--- src/rtl/serial_tx_mod5.sv ---
`default_nettype none
// ============================================================================
//  Module   : serial_tx_mod5
//  Function : MSB-first serial transmitter with a per-frame clear pulse and a
//             running mod-5 tracker for cross-checking a divisibility detector.
//  Revision : 1.0
// ============================================================================
module serial_tx_mod5 #(
    parameter int WIDTH = 8
) (
    input  logic             clk,
    input  logic             rst,
    input  logic             load_valid,
    input  logic [WIDTH-1:0] load_data,
    output logic             load_ready,
    output logic             clr,
    output logic             ser_out,
    output logic             ser_valid,
    output logic             exp_div5,
    output logic             done,
    output logic [2:0]       rem
);

    localparam int CNT_W = $clog2(WIDTH + 1);

    typedef enum logic [1:0] {
        ST_IDLE  = 2'd0,
        ST_CLR   = 2'd1,
        ST_SHIFT = 2'd2
    } state_t;

    state_t           r_state;
    state_t           w_state_next;
    logic [WIDTH-1:0] r_shreg;
    logic [CNT_W-1:0] r_cnt;
    logic [2:0]       r_rem;
    logic             r_done;
    logic             w_bit;
    logic             w_accept;
    logic             w_last;
    logic [2:0]       w_rem_next;

    always_ff @(posedge clk) begin
        if (rst) begin
            r_state <= ST_IDLE;
        end else begin
            r_state <= w_state_next;
        end
    end

    always_comb begin
        w_state_next = r_state;
        load_ready   = 1'b0;
        clr          = 1'b0;
        ser_valid    = 1'b0;
        w_bit        = 1'b0;
        case (r_state)
            ST_IDLE: begin
                load_ready = 1'b1;
                if (load_valid) begin
                    w_state_next = ST_CLR;
                end
            end
            ST_CLR: begin
                clr          = 1'b1;
                w_state_next = ST_SHIFT;
            end
            ST_SHIFT: begin
                ser_valid = 1'b1;
                w_bit     = r_shreg[WIDTH-1];
                if (r_cnt == CNT_W'(1)) begin
                    w_state_next = ST_IDLE;
                end
            end
            default: begin
                w_state_next = ST_IDLE;
            end
        endcase
    end

    // Next remainder = (2*r + bit) mod 5, written out as a lookup table.
    always_comb begin
        w_rem_next = 3'd0;
        case (r_rem)
            3'd0:    w_rem_next = w_bit ? 3'd1 : 3'd0;
            3'd1:    w_rem_next = w_bit ? 3'd3 : 3'd2;
            3'd2:    w_rem_next = w_bit ? 3'd0 : 3'd4;
            3'd3:    w_rem_next = w_bit ? 3'd2 : 3'd1;
            3'd4:    w_rem_next = w_bit ? 3'd4 : 3'd3;
            default: w_rem_next = 3'd0;
        endcase
    end

    assign w_accept = load_valid & load_ready;
    assign w_last   = (r_state == ST_SHIFT) && (r_cnt == CNT_W'(1));

    always_ff @(posedge clk) begin
        if (rst) begin
            r_shreg <= '0;
            r_cnt   <= '0;
            r_rem   <= 3'd0;
            r_done  <= 1'b0;
        end else begin
            r_done <= w_last;
            if (w_accept) begin
                r_shreg <= load_data;
                r_cnt   <= CNT_W'(WIDTH);
                r_rem   <= 3'd0;
            end else if (r_state == ST_SHIFT) begin
                r_shreg <= r_shreg << 1;
                r_cnt   <= r_cnt - CNT_W'(1);
                r_rem   <= w_rem_next;
            end
        end
    end

    assign ser_out  = w_bit;
    assign exp_div5 = ser_valid && (w_rem_next == 3'd0);
    assign done     = r_done;
    assign rem      = r_rem;

endmodule
`default_nettype wire

--- config.mk ---
export PLATFORM = sky130hd
export DESIGN_NAME = serial_tx_mod5
export DESIGN_NICKNAME = d
export VERILOG_FILES = /design/src/rtl/serial_tx_mod5.sv
export SDC_FILE = /design/constraint.sdc
export NUM_CORES = 1
export LEC_CHECK = 0
export CORE_UTILIZATION = 51
export DETAILED_ROUTE_END_ITERATION = 8
export PLACE_DENSITY = 0.8
export SETUP_SLACK_MARGIN = 0.1
export SKIP_CTS_REPAIR_TIMING = 1
export SLEW_MARGIN = 20
export SYNTH_ARGS = -nofsm -noshare
export SYNTH_HDL_FRONTEND = slang
export SYNTH_SLANG_ARGS = --single-unit
--- constraint.sdc ---
create_clock -name clk -period 2.5 [get_ports clk]
set_input_delay 0.25 -clock clk [delete_from_list [all_inputs] [get_ports clk]]
set_output_delay 0.25 -clock clk [all_outputs]
set_load 0.02 [all_outputs]
* Yosys cells after proc, flatten, opt, wreduce, memory -nomap -nowiden
Index checks and enable logic that the tools add are counted.
** Operators by class
- Add/subtract/negate cells :: 1
- Equal/unequal tests :: 9
- Muxes and demuxes :: 17
- Bitwise operators :: 1
- Reduce and logical (&&, ||, !) cells :: 8
** Operators with widths (number)
- $mux W8 :: 2
- $pmux W3 S5 :: 1
- $mux W4 :: 2
- $eq A3 B2 Y1 const B :: 2
- $logic_not A3 Y1 :: 2
- $mux W1 :: 6
- $mux W2 :: 3
- $mux W3 :: 2
- $pmux W2 S3 :: 1
- $eq A4 B1 Y1 const B :: 1
- $sub A4 B1 Y4 const B :: 1
- $eq A3 B1 Y1 const B :: 1
- $eq A3 B3 Y1 const B :: 1
- $eq A2 B1 Y1 const B :: 1
- $eq A2 B2 Y1 const B :: 1
- $logic_and A1 B1 Y1 :: 2
- $logic_not A2 Y1 :: 1
- $ne A2 B1 Y1 const B :: 1
- $ne A2 B2 Y1 const B :: 1
- $reduce_and A2 Y1 :: 1
- $reduce_bool A2 Y1 :: 1
- $reduce_or A2 Y1 :: 1
- $and A1 B1 Y1 :: 1
** Word-level totals
- Register bits :: 18
- Bits of input ports :: 11
- Logic and storage cells :: 42

* Depth between registers and ports, before layout
Gate-level depths: netlist (run 1).
- Depth in word-level cells :: 6
- Gate-level depth with buffers :: 6

* Worst setup path before layout (run 1)
No wires, ideal clock.
- Path type :: reg2out
- Start :: register r_rem[1] (netlist: rem[1])
- End :: output exp_div5
- Data arrival time :: 1.100 ns
- Data required time :: 2.250 ns
- Slack :: 1.150 ns
- Stages on the path, launching flop included :: 4
- Path buffers :: 0
- Cell sequence :: dfxtp_1 and2_1 o21bai_1 a21oi_1
** On the way
- Longest elaborated chain between the ends :: 4
** RTL lines
- from (decl) :: RTL line 36 : logic [2:0] r_rem;
- from (signal assigned) :: RTL line 112 : r_rem <= w_rem_next;
- $eq A3 B3 Y1, or another cell as far along :: RTL line 84 : case (r_rem)
- $pmux W3 S5 (*) :: RTL line 84
- $logic_not A3 Y1 (*) :: RTL line 118 : assign exp_div5 = ser_valid && (w_rem_next == 3'd0);
- $logic_and A1 B1 Y1 (*) :: RTL line 118
- to (decl) :: RTL line 19 : output logic exp_div5,
Mark *: on every way between the ends. The rest lies on a longest branch, timed or not.

* Worst setup path after layout (run 1)
- Start :: register r_state[0]
- End :: output ser_out
** On the way
- Longest elaborated chain between the ends :: 2
** RTL lines
- from (decl) :: RTL line 32 : state_t r_state;
- from (signal assigned) :: RTL line 47 : r_state <= w_state_next;
- $eq A2 B2 Y1 :: RTL line 57 : case (r_state)
- $mux W1 :: RTL line 57
- to (decl) :: RTL line 17 : output logic ser_out,
Every way passes these cells.

==> summary by stage, run 1 <==
Floorplanning
The core region is approximately 1500 µm². During I/O placement, the number of pins put on the boundary was 20. The effective utilization at floorplan is around 56%. Row generation in the floorplan step produced 14 rows.

In this run the vertical extent of the chip is 43.1 µm. The die is 43.1 µm wide. The floorplan die area is roughly 1900 µm².

Timing
The shortest period the worst path allows is 2.23 ns. For the final routed database, the setup TNS stands at 0 ns. The count of final max-slew check failures is 0.

The final critical-path share of the clock period is between 80% and 90%. Derived from the worst setup path, the maximum achievable clock frequency is about 0.45 GHz. The final setup skew is approximately 0.0016 ns.

The number of endpoints with negative hold slack in the final report is 0. The number of setup violations in the final report is 0. At the pin with the least slew margin, the transition time is between 0.5 and 0.6 ns. In this run the tightest slew margin relative to its limit is 60.6%. Setup repair after global routing left no endpoint under its margin.

GRT
The global-route wire length before repair is roughly 2.8 mm. Across every metal layer, demand over resource in global routing totals between 15 and 20%. Entering global routing, the biggest net connects 15 pins.

The number of antenna violations at the first check in global routing is 0. The number of global-route vias before repair is 634. The global route total overflow is 0.

Critical path
Walking the worst path, the cells encountered are nand2b_1 -> inv_4 -> and2_1 -> clkdlybuf4s50_1. The cell class contributing the biggest share of worst-path delay is buffers and inverters. The slowest cell on the critical path is clkdlybuf4s50_1. The startpoint of the lowest-slack register-to-register path is r_state[0]. For the worst setup path, the data arrival time is about 2.0 ns. The type of origin of the critical path is a flop. Setup slack on the worst reg-to-reg path comes out at between 1 and 1.5 ns. In this run the worst path has a maximum fanout of 14. On the worst path, the slowest cell contributes a delay of 0.53 ns.

The buffers plus inverters on the worst setup path is 2. STA classifies the critical path endpoint as a primary output. By startpoint and endpoint, the worst setup path is classified as flop to primary output. The required time at the worst-slack endpoint is approximately 2.3 ns. Tracing the worst setup path back leads to its startpoint at r_state[0].

Yosys
The cell count after synthesis came out at just under 100. The largest area contributor in the synthesized netlist is dfxtp_1. Counting flops and latches in the post-synthesis netlist gives 18. The mapped cell area is between 800 and 900 µm².

The netlist uses 30 different library cells. The share of Yosys cell area claimed by the top area cell type is between 40% and 50%. The number of nets in the synthesized netlist is 110. The number of warnings printed during yosys synthesis is 0. Ranked by total cell area, the synthesized netlist is headed by dfxtp_1, a21oi_1, nand2_1.

The sequential-to-total area share from yosys stat is between 40% and 50%. The per-instance average area after synthesis is between 8 and 9 µm².

Route
The detail route stage leaves a number of antenna-violating nets equal to 0. The total wirelength of the detailed-routed design is ~1.6 mm. For this block, the initial DRC count from the detailed router was 14. Dividing the detail-routed wire length by the instance count gives approximately 12 µm. The via total after detailed routing is 755. The residual DRC count is 0. The mean number of vias per cell is between 5 and 6. The number of detailed-routing iterations run before antenna repair is 4.

Clocking
The maximum level of the CTS H-tree is 1. CTS placed an instance of clkbuf_4 at the clock tree root. The insertion delay of the later-clocked pin in the worst-skew pair is about 0.30 ns. Counting the buffers created by CTS gives 3. The clock transition at the registers of the reported paths is about 0.1 ns. No sink is reached through more buffers than the 2 on the longest clock path. The clock drives 18 sinks. TritonCTS built the clock tree.

Power and ir drop
IR analysis of the VDD net gives a maximum drop of between 0.4 and 0.5 mV. The sequential group share of total power is between 50 and 60%. In this run switching power makes up between 20% and 30% of total power. The share of total power in the clock network is 30.1%.

Summed over all nets, the switching power comes to ~0.16 mW. The share of total power in combinational logic is between 10% and 20%. The power density relative to cell area is 553 nW/µm². The analysis attributes to cell leakage a power of around 0.38 nW. The internal power consumption is roughly 0.44 mW.

Status
The flow ran to the end, and the final reports show no timing, DRC or antenna violations.

Placed design
Buffers placed on the I/O ports in this run total 19. The HPWL after detailed placement is ~1.2 mm. Routability-driven placement finished with a final weighted congestion of around 0.8. The cell area after placement is 1050 µm².

Finish
The utilization after layout is a little over two thirds. From synthesis to final layout, the design area changed by 26.3%. The number of antenna diodes is 0. The design area is between 1000 and 1500 µm².

In the final layout, the share of cells above drive strength 1 is 12.0%. The number of nets in the layout is 131.

Hold path
The worst hold path belongs to the class flop to flop. The startpoint identified for the worst hold timing path is r_shreg[2].

Run
The total of max-cap violations is 0.
-- stage by stage --
step / hold WS (ns) / setup slack, ns / total power, mW / std cells
after global routing: 0.492 / 0.146 / 0.630 / 133
after global placement: 0.445 / 0.654 / 0.425 / 129
after detailed placement: 0.451 / 0.597 / 0.427 / 129
after floorplan: 0.322 / 1.15 / 0.389 / 97
final: 0.466 / 0.265 / 0.602 / 133
after CTS: 0.466 / 0.243 / 0.608 / 133
-- synth_stat cells --
cell and count:
nand2b_1 1, or2_1 1, o21ai_0 4, nor3_1 2, xor2_1 1, a21oi_1 12, nor3b_1 3, a31oi_1 2
o21bai_1 2, buf_6 2, ha_1 2, nand2_1 14, clkbuf_1 2, nor2b_1 4, a211oi_1 1, or3_1 1
a22oi_1 4, nor3b_2 1, nand3b_1 3, a211oi_2 1, a311oi_1 1, buf_2 1, dfxtp_1 18, inv_4 1
a22oi_2 3, or3b_2 1, nor4b_2 1, and2_1 2, inv_1 2, nor2_1 4
-- layer usage --
metal  vias to the layer above  track usage, %  share of wire, %
met5                         -               0                 0
met4                         0            10.9               1.6
met3                         4            2.98               3.3
met2                        15            28.4                45
met1                       348            27.6                49
li1                        388               -                 -
-- worst register-to-register path: cells and delay by family, from the launching register on --
kind / cells / cell delay, ns
buffers and inverters: 1 / 0.14
AND/OR/NAND/NOR: 1 / 0.35
AO/OA/AOI/OAI: 2 / 0.31
flip-flops: 1 / 0.48
-- sequential cells by signal, indices dropped and copies added (netlist names) --
| signal | cells |
|---|---|
| r_state | 2 |
| done | 1 |
| r_shreg | 8 |
| rem | 3 |
| r_cnt | 4 |
-- placed cells by master, fill, tap and decap left out, drive strengths merged, types with 2 or more instances in the layout --
| cell type | netlist | layout |
|---|---|---|
| clkdlybuf4s50 | 0 | 19 |
| dfxtp | 18 | 18 |
| nand2 | 14 | 14 |
| a21oi | 12 | 12 |
| a22oi | 7 | 7 |
| nor2 | 4 | 4 |
| nor2b | 4 | 4 |
| o21ai | 4 | 4 |
| nor3b | 4 | 4 |
| clkbuf | 2 | 4 |
| nand3b | 3 | 3 |
| inv | 3 | 3 |
| and2 | 2 | 2 |
| nor3 | 2 | 2 |
| o21bai | 2 | 2 |
| a31oi | 2 | 2 |
| ha | 2 | 2 |
| buf | 3 | 2 |
| a211oi | 2 | 2 |
-- final timing paths --
| path | endpoint | cells past startpoint |
|---|---|---|
| worst min-delay path | r_shreg[2] | 2 |
| worst min register to register | r_shreg[2] | 2 |
| worst max-delay path | ser_out | 4 |
| worst max register to register | r_shreg[5] | 4 |
-- kinds of logic (layout without fill, tap and decap cells) --
kind of cell / after synthesis / after routing / synth area share (%)
DFF: 18 / 18 / 41.8
xor gates and xnor gates: 1 / 1 / 1.02
and+or+nand+nor: 38 / 38 / 25.0
buffers and inverters: 8 / 28 / 5.66
AOI/OAI and AO/OA: 30 / 30 / 23.7
adders and majority gates: 2 / 2 / 2.90
-- power by group through the flow --
stage          sequential [mW]  clock [mW]  combinational [mW]
3_5_place_dp             0.324           0               0.104
6_report                 0.317       0.181               0.103
3_3_place_gp             0.323           0               0.102
2_1_floorplan            0.321           0              0.0681
5_1_grt                  0.320       0.195               0.115
4_1_cts                  0.317       0.186               0.104
-- cell type report --
type	instances	area [µm²]
well taps	16	20.0
multi-input cells	71	453
inverters	3	13.8
clock buffers	4	36.3
flip-flops and latches	18	360
repair buffers	21	205
fillers	126	453
Power figures use the tool's default switching activity.
==> run 2, diff against run 1 <==
--- a/config.mk
+++ b/config.mk
@@ -7,9 +7,9 @@
 export LEC_CHECK = 0
 export CORE_UTILIZATION = 51
 export DETAILED_ROUTE_END_ITERATION = 8
+export GPL_TIMING_DRIVEN = 0
 export PLACE_DENSITY = 0.8
 export SETUP_SLACK_MARGIN = 0.1
-export SKIP_CTS_REPAIR_TIMING = 1
 export SLEW_MARGIN = 20
 export SYNTH_ARGS = -nofsm -noshare
 export SYNTH_HDL_FRONTEND = slang
==> run 2 against run 1 <==
  * Wire length is 7.4% higher
  * First-iteration DRC count is 7.1% lower
  * Maximum frequency is 1.5% lower
  * Die area stayed put
  * Global-route usage is 1.5 points higher
  * Clock skew is 0.0046 ns higher
  * Critical path type unchanged
  * Critical endpoint unchanged
==> summary by stage, run 2 (synthesis gave the netlist of run 1 again) <==
Status
The run finished with clean final reports.

Floorplanning
The floorplan die area came to 1860 µm² (unchanged). The die span in x is 43.1 µm (unchanged). The placeable core region came to 1540 µm² (unchanged). The die span in y is 43.1 µm (unchanged). The number of primary I/O pins is 20 (unchanged).

The effective utilization at floorplan is 55.9% (unchanged). The cell row count came to 14 (unchanged).

Placed design
The cell area after placement came to 1070 µm² (+1.9%). The HPWL after detailed placement is 1.22 mm (+3.7%). The placed instance count is 132 (+2.3%). The count of input and output buffers is 19 (unchanged). The placer congestion estimate is 0.778 (-5.0%).

Critical path
The startpoint of the lowest-slack register-to-register path is r_cnt[1]. STA classifies the critical path startpoint as a flop. The category of the critical setup timing path is flop to primary output.

The signal on the critical path passes through nand2b_1 -> buf_6 -> inv_4 -> buf_6 -> and2_1 -> clkdlybuf4s50_1. The register-to-register setup slack is 1.10 ns (about the same). The maximum fanout count along the critical path is 10 (-4). The slowest stage of the critical path is the clkdlybuf4s50_1 cell. In this run the critical register-to-register path is captured at r_state[1]. The cell class contributing the biggest share of worst-path delay is buffers and inverters. The worst setup path is captured at a primary output. The cell that appears most often on the critical path is buf_6. The delay of the slowest cell on the worst path is 0.60 ns (+0.07 ns). The buffers plus inverters on the worst setup path is 4 (+2).

The required time at the worst-slack endpoint came to 2.25 ns (about the same). The arrival time at the worst endpoint is 2.02 ns (+0.04 ns). The count of cells along the worst register-to-register path is 5 (+1).

Finish
The count of placed standard cells in the final layout, fillers left out is 136 (+2.3%). The number of fillers in the final layout was 120 (-4.8%). The number of nets in the layout is 134 (+2.3%). The utilization after layout came to 71.9% (+1.3 points). The flip-flop count of the largest register, all copies and words added is 8 (unchanged).

The synthesis-to-finish area growth is 28.6%. Leaving out fill and tap cells, the most frequent cells in the layout are clkdlybuf4s50_1, dfxtp_1, nand2_1. Leaving out fill and tap cells, the most frequent cell in the layout is clkdlybuf4s50_1.

The area occupied by registers came to 360 µm² (unchanged). The design area is 1110 µm² (+1.8%). Ranked by flip-flop count, first place goes to r_shreg. The number of antenna diodes is 0 (unchanged).

The area of combinational cells with multiple inputs is 453 µm² (unchanged). The fraction of final layout cells sized beyond drive strength 1 is 12.5% (+0.53 points).

Route
The number of detailed-routing iterations run before antenna repair was 4 (unchanged). The first-iteration detailed-routing DRC count came to 13 (-1). The via total after detailed routing is 759 (+0.53%).

The total wirelength of the detailed-routed design is 1.77 mm (+7.4%). The mean number of vias per cell came to 5.58 (-1.7%). The residual DRC count is 0 (unchanged). The mean routed wirelength per cell is 13.0 µm (+5.0%). The number of nets with antenna violations after detailed routing is 0 (unchanged).

Hold path
The cell depth of the worst min-delay path came to 2 (unchanged). The origin of the worst min-delay path is r_shreg[3]. The tightest min-delay check is of the flop to flop type.

The worst hold path terminates at r_shreg[3].

Timing
The count of final max-slew check failures is 0 (unchanged). The actual slew at the worst max-slew pin was 0.510 ns (-0.0795 ns). The shortest period the worst path allows is 2.27 ns (+0.0341 ns). The setup total negative slack came to 0 ns (unchanged).

Setup repair after global routing left no endpoint under its margin. The peak clock frequency supported by timing is 0.441 GHz (-1.5%). The relative max-transition margin is 65.9% (+5.3 points).

The final critical-path share of the clock period is 90.7% (+1.4 points). The number of endpoints with negative hold slack in the final report came to 0 (unchanged). The final setup skew is 0.00619 ns (+0.00455 ns).

The number of setup violations in the final report is 0 (unchanged).

GRT
The pin count of the biggest net entering global routing came to 11 (-4). The global-route wire length before repair is 2.95 mm (+6.2%). The global route total overflow is 0 (unchanged). The total routing usage reported by global routing is 21.2% (+1.5 points).

The number of antenna violations at the first check in global routing is 0 (unchanged). The number of global-route vias before repair is 696 (+9.8%).

Clocking
The root buffer cell is clkbuf_4. The clock transition at the registers of the reported paths is 0.10 ns (about the same). The clock sink count is 18 (unchanged).

The CTS tree is yes. The total CTS buffers is 3 (unchanged). The maximum count of clock buffers along a single path was 2 (unchanged). Hold repair after CTS inserted 0 buffers. The number of gates given a new drive strength after cts is 0. Post-CTS timing repair inserted 0 buffers for setup. The insertion delay of the later-clocked pin in the worst-skew pair is 0.30 ns (about the same). The maximum level of the CTS H-tree is 1 (unchanged).

Power and ir drop
The total power of the final layout is 0.610 mW (+1.4%). The power density relative to cell area is 550 nW/µm² (-0.40%). The worst IR drop on VDD is 0.357 mV (-12%). The leakage power figure is 0.384 nW (+2.4%).

Run
The total of max-cap violations came to 0 (unchanged).
## run 2: cell types whose count changed in the layout (fill, tap and decap cells not counted), sizes merged
cell / previous run / this run
buf: 2 / 3
clkbuf: 4 / 6
## run 2: metal layers
| metal | global-route usage [%] | share of wire, % |
|---|---|---|
| met4 | 7.27 | 1.1 |
| met1 | 26.5 | 47 |
| met3 | 5.11 | 3.2 |
| met5 | 0 | 0 |
| met2 | 35.2 | 49 |
## run 2: power breakdown
| part | internal (mW) | total [mW] | switching [mW] | leakage [nW] |
|---|---|---|---|---|
| clock network | 0.0889 | 0.184 | 0.0953 | 0.0210 |
| logic | 0.0546 | 0.108 | 0.0532 | 0.216 |
| registers | 0.303 | 0.318 | 0.0154 | 0.147 |
| total | 0.446 | 0.610 | 0.164 | 0.384 |
## run 2: worst max-delay path by stage
stage | startpoint | end | slack, ns | cells after the start
2_1_floorplan | rem[1] | exp_div5 | 1.15 | 3
3_3_place_gp | r_state[1] | ser_out | 0.61 | 6
3_5_place_dp | r_state[1] | ser_out | 0.57 | 6
4_1_cts | r_state[1] | ser_out | 0.23 | 6
5_1_grt | r_state[1] | ser_out | 0.14 | 6
6_report | r_state[1] | ser_out | 0.23 | 6
## run 2: area by class of cell
class | instances | share of cell area, %
inverter | 3 | 1.24
tap | 16 | 1.81
multi-input combinational | 71 | 40.9
clock buffer | 4 | 3.27
buffer | 5 | 3.16
timing repair buffer | 19 | 17.2
sequential | 18 | 32.5
## run 2: metrics by stage
step / setup slack, ns / hold WS [ns]
6_report: 0.231 / 0.462
5_1_grt: 0.140 / 0.483
4_1_cts: 0.232 / 0.465
3_5_place_dp: 0.574 / 0.447
3_3_place_gp: 0.611 / 0.445
2_1_floorplan: 1.15 / 0.322
## run 2: worst min-delay path: cells and delay by family (launching register included)
| kind | cells | cell delay [ns] |
|---|---|---|
| DFF | 1 | 0.32 |
| and+or+nand+nor | 1 | 0.05 |
| AOI/OAI and AO/OA | 1 | 0.05 |
==> run 3, diff against run 2 <==
--- a/config.mk
+++ b/config.mk
@@ -6,8 +6,8 @@
 export NUM_CORES = 1
 export LEC_CHECK = 0
 export CORE_UTILIZATION = 51
+export CTS_CLUSTER_DIAMETER = 150
 export DETAILED_ROUTE_END_ITERATION = 8
-export GPL_TIMING_DRIVEN = 0
 export PLACE_DENSITY = 0.8
 export SETUP_SLACK_MARGIN = 0.1
 export SLEW_MARGIN = 20
==> constraint.sdc (replaced) <==
create_clock -name clk -period 2.5 [get_ports clk]
set_input_delay 0.25 -clock clk [delete_from_list [all_inputs] [get_ports clk]]
set_output_delay 0.25 -clock clk [all_outputs]
set_load 0.005 [all_outputs]
==> run 3 against run 2 <==
  * Critical path depth fell by 2
  * Via count rose by 0.26%
  * Die area unchanged
  * Clock-buffer cell count unchanged
  * Global-route usage fell by 1.6 points
  * Hold slack improved by 0.0083 ns
  * First-iteration DRC count is 77% higher
  * Register-to-register slack about the same
  * Clock power fell by 5%
  * Maximum frequency is 6.3% higher
==> summary by stage, run 3 (synthesis gave the netlist of run 1 again) <==
GRT
The total routing usage reported by global routing is 19.6% (-1.6 points). The number of antenna violations at the first check in global routing is 0 (unchanged). The global route total overflow came to 0 (unchanged). The number of global-route vias before repair is 651 (-6.5%). The pin count of the biggest net entering global routing was 15 (+4).

The global-route wire length before repair is 2.81 mm (-4.9%).

Finish
The design area is 1080 µm² (-2.5%). The flip-flop count of the largest register, all copies and words added came to 8 (unchanged). The fraction of final layout cells sized beyond drive strength 1 is 11.2% (-1.3 points). The number of antenna diodes was 0 (unchanged). The number of nets in the layout was 130 (-3.0%).

Leaving out fill and tap cells, the most frequent cell in the layout is clkdlybuf4s50_1. Leaving out fill and tap cells, the most frequent cells in the layout are clkdlybuf4s50_1, dfxtp_1, nand2_1. r_shreg holds more flip-flops than any other register. From synthesis to final layout, the design area changed by 25.4%. The number of fillers in the final layout is 127 (+5.8%).

Placed design
The placer congestion estimate is 0.810 (+4.0%). The count of input and output buffers is 19 (unchanged). The cell area after placement came to 1040 µm² (-2.6%). The HPWL after detailed placement is 1.21 mm (-1.2%).

Power and ir drop
The share of total power in combinational logic is 16.4% (-1.3 points). The worst IR drop on VDD came to 0.385 mV (+7.9%). The switching portion of total power was 24.9% (-2.0 points). The share of total power in the clock network came to 29.6% (-0.6 points).

The power density relative to cell area is 544 nW/µm² (-1.2%). The internal power consumption is 0.442 mW (-1.0%). The sequential group share of total power came to 54.0% (+1.9 points). The total power of the final layout is 0.588 mW (-3.6%).

The net switching power of the design came to 0.146 mW (-11%). The leakage power figure is 0.370 nW (-3.6%).

Clocking
The insertion delay of the later-clocked pin in the worst-skew pair was 0.28 ns (-0.02 ns). The clock transition at the registers of the reported paths is 0.10 ns (about the same). The clock sink count is 18 (unchanged). The number of buffers inserted by hold repair at cts is 0 (unchanged). The maximum count of clock buffers along a single path is 2 (unchanged). The root buffer cell is clkbuf_4. The maximum level of the CTS H-tree is 1 (unchanged). The CTS tree is yes. The number of gates given a new drive strength after cts is 0 (unchanged). The total CTS buffers is 3 (unchanged). The number of setup buffers added after CTS was 0 (unchanged).

Route
The mean routed wirelength per cell is 12.9 µm (-0.93%). The total wirelength of the detailed-routed design is 1.70 mm (-3.8%). The first-iteration detailed-routing DRC count came to 23 (+10). The residual DRC count came to 0 (unchanged). The number of detailed-routing iterations run before antenna repair was 7 (+3). The mean number of vias per cell is 5.77 (+3.3%). The via total after detailed routing is 761 (+0.26%). The number of nets with antenna violations after detailed routing came to 0 (unchanged).

Critical path
The count of cells along the worst register-to-register path is 4 (-1). The required time at the worst-slack endpoint was 2.25 ns (about the same). The arrival time at the worst endpoint is 1.88 ns (-0.14 ns). The kind of end point of the critical path is a primary output. The worst setup path is launched from a flop. The category of the critical setup timing path is flop to primary output. The maximum fanout count along the critical path was 14 (+4).

Timing
The final setup skew was 0.00118 ns (-0.00501 ns). The count of final max-slew check failures is 0 (unchanged). The relative max-transition margin is 57.7% (-8.3 points). The final critical-path share of the clock period came to 85.3% (-5.4 points). The shortest period the worst path allows is 2.13 ns (-0.135 ns). The number of setup violations in the final report is 0 (unchanged).

The actual slew at the worst max-slew pin is 0.634 ns (+0.124 ns). The peak clock frequency supported by timing is 0.469 GHz (+6.3%). The number of endpoints with negative hold slack in the final report is 0 (unchanged). The final hold slack is 0.470 ns (+0.00829 ns). The setup total negative slack is 0 ns (unchanged).

Setup repair after global routing left no endpoint under its margin.

Floorplanning
The die span in y is 43.1 µm (unchanged). The effective utilization at floorplan is 55.9% (unchanged). The placeable core region was 1540 µm² (unchanged). The number of primary I/O pins came to 20 (unchanged). The die span in x came to 43.1 µm (unchanged).

The floorplan die area is 1860 µm² (unchanged). The cell row count is 14 (unchanged).

Hold path
The cell depth of the worst min-delay path is 2 (unchanged). The min-delay analysis places its worst path in the category flop to flop.

Status
The run finished with clean final reports.

Run
The total of max-cap violations was 0 (unchanged).
==> run 3: changes by cell type in the layout (fill, tap and decap cells not counted), sizes merged <==
cell / before / now
clkbuf: 6 / 4
buf: 3 / 1
==> run 3: per-layer routing <==
metal  global-route usage (%)  wire length (µm)  up-vias
met1                     25.9               823      354
li1                         -                 -      384
met2                     31.3               798       21
met5                        0                 0        -
met3                     3.83                63        2
met4                     7.27                15        0
==> run 3: area by class of cell <==
type / instances / area, µm² / share of cell area (%)
Clock buffer: 4 / 36.3 / 3.36
Inverter: 3 / 13.8 / 1.27
Multi-Input combinational cell: 71 / 453 / 41.9
Sequential cell: 18 / 360 / 33.3
Tap cell: 16 / 20.0 / 1.85
Timing Repair Buffer: 20 / 198 / 18.3
==> run 3: power by group through the flow <==
| stage | sequential [mW] | combinational [mW] | clock, mW |
|---|---|---|---|
| floorplan | 0.321 | 0.0617 | 0 |
| global placement | 0.323 | 0.0946 | 0 |
| detailed placement | 0.324 | 0.0961 | 0 |
| CTS | 0.317 | 0.0965 | 0.180 |
| global route | 0.320 | 0.106 | 0.194 |
| finish | 0.318 | 0.0965 | 0.174 |
==> run 3: final timing paths <==
kind	slack [ns]	startpoint	to
setup reg to reg	1.10	r_state[0]	r_shreg[2]
setup / recovery	0.37	r_state[1]	ser_out
hold reg to reg	0.47	r_shreg[3]	r_shreg[3]
hold / removal	0.47	r_shreg[3]	r_shreg[3]
==> run 3: per-stage QoR <==
stage | utilization [%] | setup slack, ns | instances
floorplan | - | 1.24 | 97
global placement | 67.8 | 0.747 | 128
detailed placement | 67.8 | 0.696 | 128
CTS | 70.1 | 0.371 | 132
global route | 70.1 | 0.265 | 132
finish | 70.1 | 0.367 | 132
==> run 3: worst max-delay path: stages (launching register included) <==
cell and delay (ns):
dfxtp_1 0.47, nand2b_1 0.26, inv_4 0.22, and2_1 0.14
clkdlybuf4s50_1 0.49
